===== src/rtl/alu_cmd_sequencer.sv =====
// rtl/alu_cmd_sequencer.sv - command FIFO plus issue/wait/capture FSM in front of the 4-bit accumulator ALU
// Optional ALU_SEQ_STATS_EN adds a saturating overflow counter (ovf_cnt) with synchronous clear (stats_clr).

module alu_cmd_sequencer #(
  parameter int DEPTH   = 4,
  parameter int ALU_LAT = 1
) (
  input  logic                     Clk,
  input  logic                     nReset,
  input  logic                     cmd_valid,
  output logic                     cmd_ready,
  input  logic [3:0]               cmd_a,
  input  logic [3:0]               cmd_b,
  input  logic [3:0]               cmd_m,
  input  logic                     cmd_cin,
  output logic [3:0]               alu_a,
  output logic [3:0]               alu_b,
  output logic [3:0]               alu_m,
  output logic                     alu_cin,
  input  logic [3:0]               alu_r,
  input  logic                     alu_of,
  output logic                     res_valid,
  input  logic                     res_ready,
  output logic [3:0]               res_r,
  output logic                     res_of,
  output logic [3:0]               res_m,
  output logic                     busy,
  output logic [$clog2(DEPTH):0]   count
`ifdef ALU_SEQ_STATS_EN
  ,
  output logic [7:0]               ovf_cnt,
  input  logic                     stats_clr
`endif
);

  localparam int AW = $clog2(DEPTH);
  localparam int CW = AW + 1;
  localparam int LW = (ALU_LAT > 1) ? $clog2(ALU_LAT) : 1;

  typedef enum logic [1:0] {S_IDLE, S_ISSUE, S_WAIT, S_HOLD} state_t;

  state_t        state;
  logic [LW-1:0] wcnt;
  logic [12:0]   mem [DEPTH];
  logic [12:0]   head;
  logic [AW-1:0] wr_ptr;
  logic [AW-1:0] rd_ptr;
  logic          push;
  logic          pop;
  logic          capture;

  assign cmd_ready = (count < CW'(DEPTH));
  assign push      = cmd_valid && cmd_ready;
  assign pop       = (state == S_IDLE) && (count != '0);
  assign busy      = (state != S_IDLE) || (count != '0);
  assign head      = mem[rd_ptr];
  assign capture   = (state == S_WAIT) && (wcnt == '0);

  // Storage needs no reset: only entries between rd_ptr and wr_ptr are ever read.
  always_ff @(posedge Clk) begin
    if (push) mem[wr_ptr] <= {cmd_a, cmd_b, cmd_m, cmd_cin};
  end

  always_ff @(posedge Clk or negedge nReset) begin
    if (!nReset) begin
      wr_ptr <= '0;
      rd_ptr <= '0;
      count  <= '0;
    end else begin
      if (push) wr_ptr <= wr_ptr + 1'b1;
      if (pop)  rd_ptr <= rd_ptr + 1'b1;
      case ({push, pop})
        2'b10:   count <= count + 1'b1;
        2'b01:   count <= count - 1'b1;
        default: count <= count;
      endcase
    end
  end

  // alu_* only move on issue so the ALU keeps seeing the last command until the next one.
  always_ff @(posedge Clk or negedge nReset) begin
    if (!nReset) begin
      state     <= S_IDLE;
      wcnt      <= '0;
      alu_a     <= '0;
      alu_b     <= '0;
      alu_m     <= '0;
      alu_cin   <= 1'b0;
      res_valid <= 1'b0;
      res_r     <= '0;
      res_of    <= 1'b0;
      res_m     <= '0;
    end else begin
      case (state)
        S_IDLE: begin
          if (pop) begin
            {alu_a, alu_b, alu_m, alu_cin} <= head;
            state <= S_ISSUE;
          end
        end
        S_ISSUE: begin
          wcnt  <= LW'(ALU_LAT - 1);
          state <= S_WAIT;
        end
        S_WAIT: begin
          if (wcnt == '0) begin
            res_r     <= alu_r;
            res_of    <= alu_of;
            res_m     <= alu_m;
            res_valid <= 1'b1;
            state     <= S_HOLD;
          end else begin
            wcnt <= wcnt - 1'b1;
          end
        end
        S_HOLD: begin
          if (res_ready) begin
            res_valid <= 1'b0;
            state     <= S_IDLE;
          end
        end
        default: state <= S_IDLE;
      endcase
    end
  end

`ifdef ALU_SEQ_STATS_EN
  always_ff @(posedge Clk or negedge nReset) begin
    if (!nReset) begin
      ovf_cnt <= '0;
    end else if (stats_clr) begin
      ovf_cnt <= '0;
    end else if (capture && alu_of && (ovf_cnt != 8'hFF)) begin
      ovf_cnt <= ovf_cnt + 1'b1;
    end
  end
`else
  logic unused_capture;
  assign unused_capture = capture;
`endif

endmodule


===== config.mk =====
export PLATFORM = sky130hd
export DESIGN_NAME = alu_cmd_sequencer
export DESIGN_NICKNAME = d
export VERILOG_FILES = /design/src/rtl/alu_cmd_sequencer.sv
export SDC_FILE = /design/constraint.sdc
export NUM_CORES = 1
export LEC_CHECK = 0
export CAP_MARGIN = 15
export CORE_UTILIZATION = 55
export DETAILED_ROUTE_END_ITERATION = 12
export DONT_BUFFER_PORTS = 1
export PLACE_DENSITY = 0.75
export SLEW_MARGIN = 30
export SYNTH_ARGS = -nofsm -noshare
export SYNTH_HDL_FRONTEND = slang
export SYNTH_SLANG_ARGS = --single-unit
export TNS_END_PERCENT = 30

===== constraint.sdc =====
create_clock -name Clk -period 3.9 [get_ports Clk]
set_input_delay 0.78 -clock Clk [delete_from_list [all_inputs] [get_ports Clk]]
set_output_delay 0.78 -clock Clk [all_outputs]
set_load 0.05 [all_outputs]

==> impl_metrics.env, run 1 <==
export IMPL_place_hpwl_um=3620
export IMPL_cts_max_level=3
export IMPL_cts_tree="built"
export IMPL_worstMarginPinSlew_ns=0.835
export IMPL_fin_nets=232
export IMPL_via_per_inst=5.67
export IMPL_reg2reg_depth=6
export IMPL_cap_viol_max_count=0
export IMPL_rsz0062_at_grt="false"
export IMPL_hold_viol_final=0
export IMPL_die_w_um=79.7
export IMPL_synthCells=197
export IMPL_slew_headroom=0.443
export IMPL_endpoint_kind="register"
export IMPL_fin_crit_ns=2.82
export IMPL_r2r_start="count[1]$_DFFE_PN0P_"
export IMPL_yosys_cell_count_top_type="edfxtp_1"
export IMPL_netlist_cell_type_count=25
export IMPL_timing_setup_tns_ns=0
export IMPL_clock_sinks=84
export IMPL_route_detailed_drc=0
export IMPL_clk_insertion_delay_late_ns=0.35
export IMPL_crit_required_ns=4.16
export IMPL_cpMaxStageDelayCell="o31ai_4"
export IMPL_worst_setup_path_start_kind="register"
export IMPL_met2_length_um=2870
export IMPL_synth_edf_count=52
export IMPL_rows=27
export IMPL_ys_async_sr_fraction=0.381
export IMPL_cp_depth=6
export IMPL_synth_ff_type="edfxtp_1"
export IMPL_synth_top_area_frac=0.470
export IMPL_grt_pass1_vias=1707
export IMPL_clkTransAtPathRegs_ns=0.08
export IMPL_drive_gt1_frac=0.160
export IMPL_ys_seq_area_frac=0.711
export IMPL_worstPathCellList="o31ai_4 > inv_1 > ha_1 > inv_1 > fa_1 > mux2i_1"
export IMPL_arrival_ns=3.09
export IMPL_clk_path_buf_depth=2
export IMPL_critPathMaxFanout=15
export IMPL_grt_usage=0.197
export IMPL_rr_endpoint="count[1]$_DFFE_PN0P_"
export IMPL_cp_num_buf_inv=2
export IMPL_antenna_found_initial=0
export IMPL_synth_warnings=0
export IMPL_netlist_area_mm2=0.00332
export IMPL_start_util=0.585
export IMPL_dr_wl_met3_um=290
export IMPL_m1WireLength_um=2190
export IMPL_worstSetupEndpoint="count[1]$_DFFE_PN0P_"
export IMPL_ioPinCount=50
export IMPL_reg2reg_slack_ns=1.08
export IMPL_cts_made_buffers=9
export IMPL_final_cells=278
export IMPL_worst_path_largest_cell_delay_ns=0.71
export IMPL_port_buffers=0
export IMPL_wire_per_inst_um=19.7
export IMPL_vias=1577
export IMPL_yosys_area_top_type="edfxtp_1"
export IMPL_setup_viol=0
export IMPL_slew_viol_final=0
export IMPL_grt_max_degree=33
export IMPL_drtPass1Iterations=4
export IMPL_fin_worst_skew_ns=0.00779
export IMPL_postCtsHoldBufs=0
export IMPL_critical_path_class="register to register"
export IMPL_drtAntennaViolNets=0
export IMPL_post_cts_resized=0
export IMPL_cp_startpoint="count[1]$_DFFE_PN0P_"
export IMPL_status="finished, final reports clean"
export IMPL_critPathTopFamily="adder cells"
export IMPL_postCtsSetupRepairBufs=0
export IMPL_root_buffer="clkbuf_8"
export IMPL_ys_seq_elements=84
export IMPL_place_congestion=0.742
export IMPL_dr_max_layer_used="met4"
export IMPL_routed_wl_um=5480
export IMPL_drt_iter0_drc=160
export IMPL_die_height_um=79.7
export IMPL_grt_overflow_total=0
export IMPL_clock_fmax_ghz=0.354
export IMPL_place_inst=262
export IMPL_hold_class="input pin to async pin"
export IMPL_syn_avg_cell_area_um2=16.9
export IMPL_synthToLayoutAreaGrowth_pct=7.35
export IMPL_n_antenna_cell=0
export IMPL_synth_fp_nets=228
export IMPL_core_area_mm2=0.00568
export IMPL_die_area_mm2=0.00635
export IMPL_synth_area_leaders="edfxtp_1 (47%), dfrtp_1 (24%), mux4_2 (5.4%)"
export IMPL_grt_pass1_wl_um=8570
export IMPL_period_share=0.724
export IMPL_yosys_top_cells_count="edfxtp_1 (52), nand2_1 (42), dfrtp_1 (32)"
export IMPL_critPathMostFrequentCell="inv_1"
[placed cells by master, fill, tap and decap left out]
cell / netlist / routed
nor3_1: 1 / 1
inv_1: 11 / 11
nor2_1: 2 / 2
clkinvlp_4: 0 / 1
nand2_1: 42 / 42
mux2i_1: 1 / 1
mux4_1: 5 / 5
clkbuf_8: 0 / 9
o32a_1: 1 / 1
mux4_2: 8 / 8
o31ai_4: 1 / 1
xor2_1: 1 / 1
mux2_2: 10 / 10
ha_1: 8 / 8
nor2b_1: 2 / 2
clkinv_2: 0 / 2
edfxtp_1: 52 / 52
dfrtp_1: 32 / 32
o22ai_1: 1 / 1
and2_1: 4 / 4
bufinv_16: 0 / 2
clkbuf_1: 1 / 2
o21ai_0: 1 / 1
a21oi_1: 1 / 1
xnor2_1: 5 / 5
fa_1: 1 / 1
[layout make-up]
type	count	area [um^2]
Sequential cell	84	2360
Fill cell	401	2110
Multi-Input combinational cell	95	862
Clock buffer	11	131
Tap cell	72	90.1
Clock inverter	5	77.6
Inverter	11	41.3
[worst min path at each step]
stage	start	end
3_3_place_gp	nReset	state[0]$_DFFE_PN0P_
3_5_place_dp	nReset	state[0]$_DFFE_PN0P_
5_1_grt	nReset	alu_a[1]$_DFFE_PN0P_
2_1_floorplan	nReset	alu_a[0]$_DFFE_PN0P_
4_1_cts	nReset	alu_a[1]$_DFFE_PN0P_
6_report	nReset	alu_a[1]$_DFFE_PN0P_
[state kept, by name, indices dropped and copies added (netlist names), 3 cells and up]
name and count:
alu_b 4, res_m 4, mem 52, alu_m 4, alu_a 4, count 3, res_r 4
[logic make-up after synthesis]
| group | share of synthesized area |
|---|---|
| DFF | 0.711 |
| and+or+nand+nor | 0.0625 |
| muxes | 0.131 |
| buffers and inverters | 0.0290 |
| adders and majority gates | 0.0362 |
| xor gates and xnor gates | 0.0158 |
| AOI/OAI and AO/OA | 0.0143 |
[through the flow]
step / setup slack (ns) / hold slack (ns) / area (um^2) / utilization
3_5_place_dp: 1.07 / 0.485 / 3360 / 0.591
5_1_grt: 0.850 / 0.0916 / 3560 / 0.628
6_report: 1.08 / 0.118 / 3560 / 0.628
3_3_place_gp: 1.21 / 0.485 / 3360 / 0.591
2_1_floorplan: 1.65 / 0.484 / 3320 / -
4_1_cts: 1.04 / 0.0957 / 3560 / 0.628
[metal layers]
metal | track usage | up-vias
li1 | - | 708
met3 | 0.0514 | 12
met4 | 0.133 | 0
met2 | 0.315 | 50
met5 | 0 | -
met1 | 0.234 | 807
[worst register-to-register path, delay by kind of cell (launching register included)]
| family | cells | cell delay (ns) |
|---|---|---|
| flops | 1 | 0.62 |
| compound gates | 1 | 0.71 |
| buf+inv | 2 | 0.51 |
| mux | 1 | 0.16 |
| fa+ha+maj | 2 | 0.75 |
Power of run 1 is not shown: default switching activity piles up to over one toggle a cycle in this logic, so the estimate is an artifact.
==> inputs of run 2 (changes only) <==
==> constraint.sdc (replaced) <==
create_clock -name Clk -period 3 [get_ports Clk]
set_input_delay 0.6 -clock Clk [delete_from_list [all_inputs] [get_ports Clk]]
set_output_delay 0.6 -clock Clk [all_outputs]
set_load 0.05 [all_outputs]
==> impl_metrics.env, run 2 (same netlist as run 1, synthesis figures left out) <==
export IMPL_status="finished, final reports clean"
export IMPL_grt_max_degree=33
export IMPL_slew_viol_final=0
export IMPL_worstMarginPinSlew_ns=0.874
export IMPL_rr_endpoint="count[2]$_DFFE_PN0P_"
export IMPL_critPathTopFamily="flip-flops"
export IMPL_worst_path_largest_cell_delay_ns=0.74
export IMPL_cts_max_level=3
export IMPL_antenna_found_initial=0
export IMPL_place_congestion=0.738
export IMPL_reg2reg_depth=9
export IMPL_post_cts_resized=0
export IMPL_arrival_ns=2.57
export IMPL_grt_overflow_total=0
export IMPL_ioPinCount=50
export IMPL_route_detailed_drc=0
export IMPL_drtAntennaViolNets=0
export IMPL_n_antenna_cell=0
export IMPL_place_hpwl_um=3500
export IMPL_die_height_um=79.7
export IMPL_cts_tree="built"
export IMPL_wire_per_inst_um=19.0
export IMPL_setup_viol=0
export IMPL_hold_viol_final=0
export IMPL_core_area_mm2=0.00568
export IMPL_grt_usage=0.190
export IMPL_cpMaxStageDelayCell="dfrtp_1"
export IMPL_rsz0062_at_grt="false"
export IMPL_hold_class="input pin to async pin"
export IMPL_clk_path_buf_depth=2
export IMPL_critPathMaxFanout=15
export IMPL_vias=1562
export IMPL_root_buffer="clkbuf_8"
export IMPL_rows=27
export IMPL_layout_commonest_cell="edfxtp_1"
export IMPL_layout_common_cells="edfxtp_1 (52), nand2_1 (42), dfrtp_1 (32), inv_1 (11)"
export IMPL_worst_setup_path_start_kind="register"
export IMPL_final_cells=281
export IMPL_cp_startpoint="count[1]$_DFFE_PN0P_"
export IMPL_routed_wl_um=5340
export IMPL_via_per_inst=5.56
export IMPL_die_w_um=79.7
export IMPL_reg2reg_slack_ns=0.69
export IMPL_worstPathCellList="o31ai_4 > inv_1 > buf_4 > ha_1 > inv_1 > fa_1 > xor2_1 > nor2_1 > xnor2_1"
export IMPL_slew_headroom=0.417
export IMPL_timing_setup_tns_ns=0
export IMPL_largest_reg_flops=52
export IMPL_drive_gt1_frac=0.177
export IMPL_grt_pass1_vias=1670
export IMPL_place_inst=264
export IMPL_start_util=0.585
export IMPL_die_area_mm2=0.00635
export IMPL_clock_sinks=84
export IMPL_clock_fmax_ghz=0.433
export IMPL_nFillCells=426
export IMPL_port_buffers=0
export IMPL_period_share=0.769
export IMPL_fin_crit_ns=2.31
export IMPL_fin_nets=235
export IMPL_cp_num_buf_inv=3
export IMPL_clkTransAtPathRegs_ns=0.08
export IMPL_largest_register="mem"
export IMPL_clk_insertion_delay_late_ns=0.34
export IMPL_critical_path_class="register to register"
export IMPL_synthToLayoutAreaGrowth_pct=7.42
export IMPL_r2r_start="count[1]$_DFFE_PN0P_"
export IMPL_critPathMostFrequentCell="inv_1"
export IMPL_cap_viol_max_count=0
export IMPL_crit_required_ns=3.26
export IMPL_cts_made_buffers=9
export IMPL_drt_iter0_drc=94
export IMPL_endpoint_kind="register"
export IMPL_fin_worst_skew_ns=0.00623
export IMPL_grt_pass1_wl_um=8360
export IMPL_drtPass1Iterations=4
==> run 2: layout make-up <==
class	instances	area (um^2)	area share
repair buffers	3	35.0	0.00982
multi-input cells	95	862	0.242
well taps	72	90.1	0.0253
clock inverters	5	35.0	0.00982
flip-flops and latches	84	2360	0.662
clock buffers	11	141	0.0396
inverters	11	41.3	0.0116
==> run 2: timing repair <==
item | 4_1_cts | 5_1_grt
hold buffers | 1 | 0
hold endpoints to repair | 32 | 0
buffers inserted | 0 | 0
==> run 2: worst register-to-register path: cells and delay by family (launching register included) <==
family	cells	cell delay, ns
and+or+nand+nor	1	0.12
AOI/OAI and AO/OA	1	0.15
xor gates and xnor gates	2	0.29
DFF	1	0.74
adders and majority gates	2	0.60
buffers and inverters	3	0.33
==> run 2: worst max-delay path by stage <==
stage / slack, ns / cells after the start / to
floorplan: 0.75 / 9 / count[2]$_DFFE_PN0P_
global placement: 0.81 / 9 / count[2]$_DFFE_PN0P_
detailed placement: 0.71 / 9 / count[2]$_DFFE_PN0P_
CTS: 0.69 / 2 / busy
global route: 0.48 / 11 / count[2]$_DFFE_PN0P_
finish: 0.69 / 9 / count[2]$_DFFE_PN0P_
==> run 2: layer usage <==
metal	track usage	vias up	wire, um
met4	0.0945	0	97
met3	0.0434	11	312
met2	0.312	58	2730
li1	-	713	-
met5	0	-	0
met1	0.239	780	2200
==> run 2: stage by stage <==
stage	instance area (um^2)	hold slack (ns)	setup slack, ns	util
2_1_floorplan	3320	0.304	0.752	-
3_3_place_gp	3370	0.305	0.809	0.594
3_5_place_dp	3370	0.305	0.714	0.594
4_1_cts	3570	0.0666	0.694	0.629
5_1_grt	3570	0.0687	0.478	0.629
6_report	3570	0.0766	0.693	0.629
Power of run 2 is left out for the same reason.
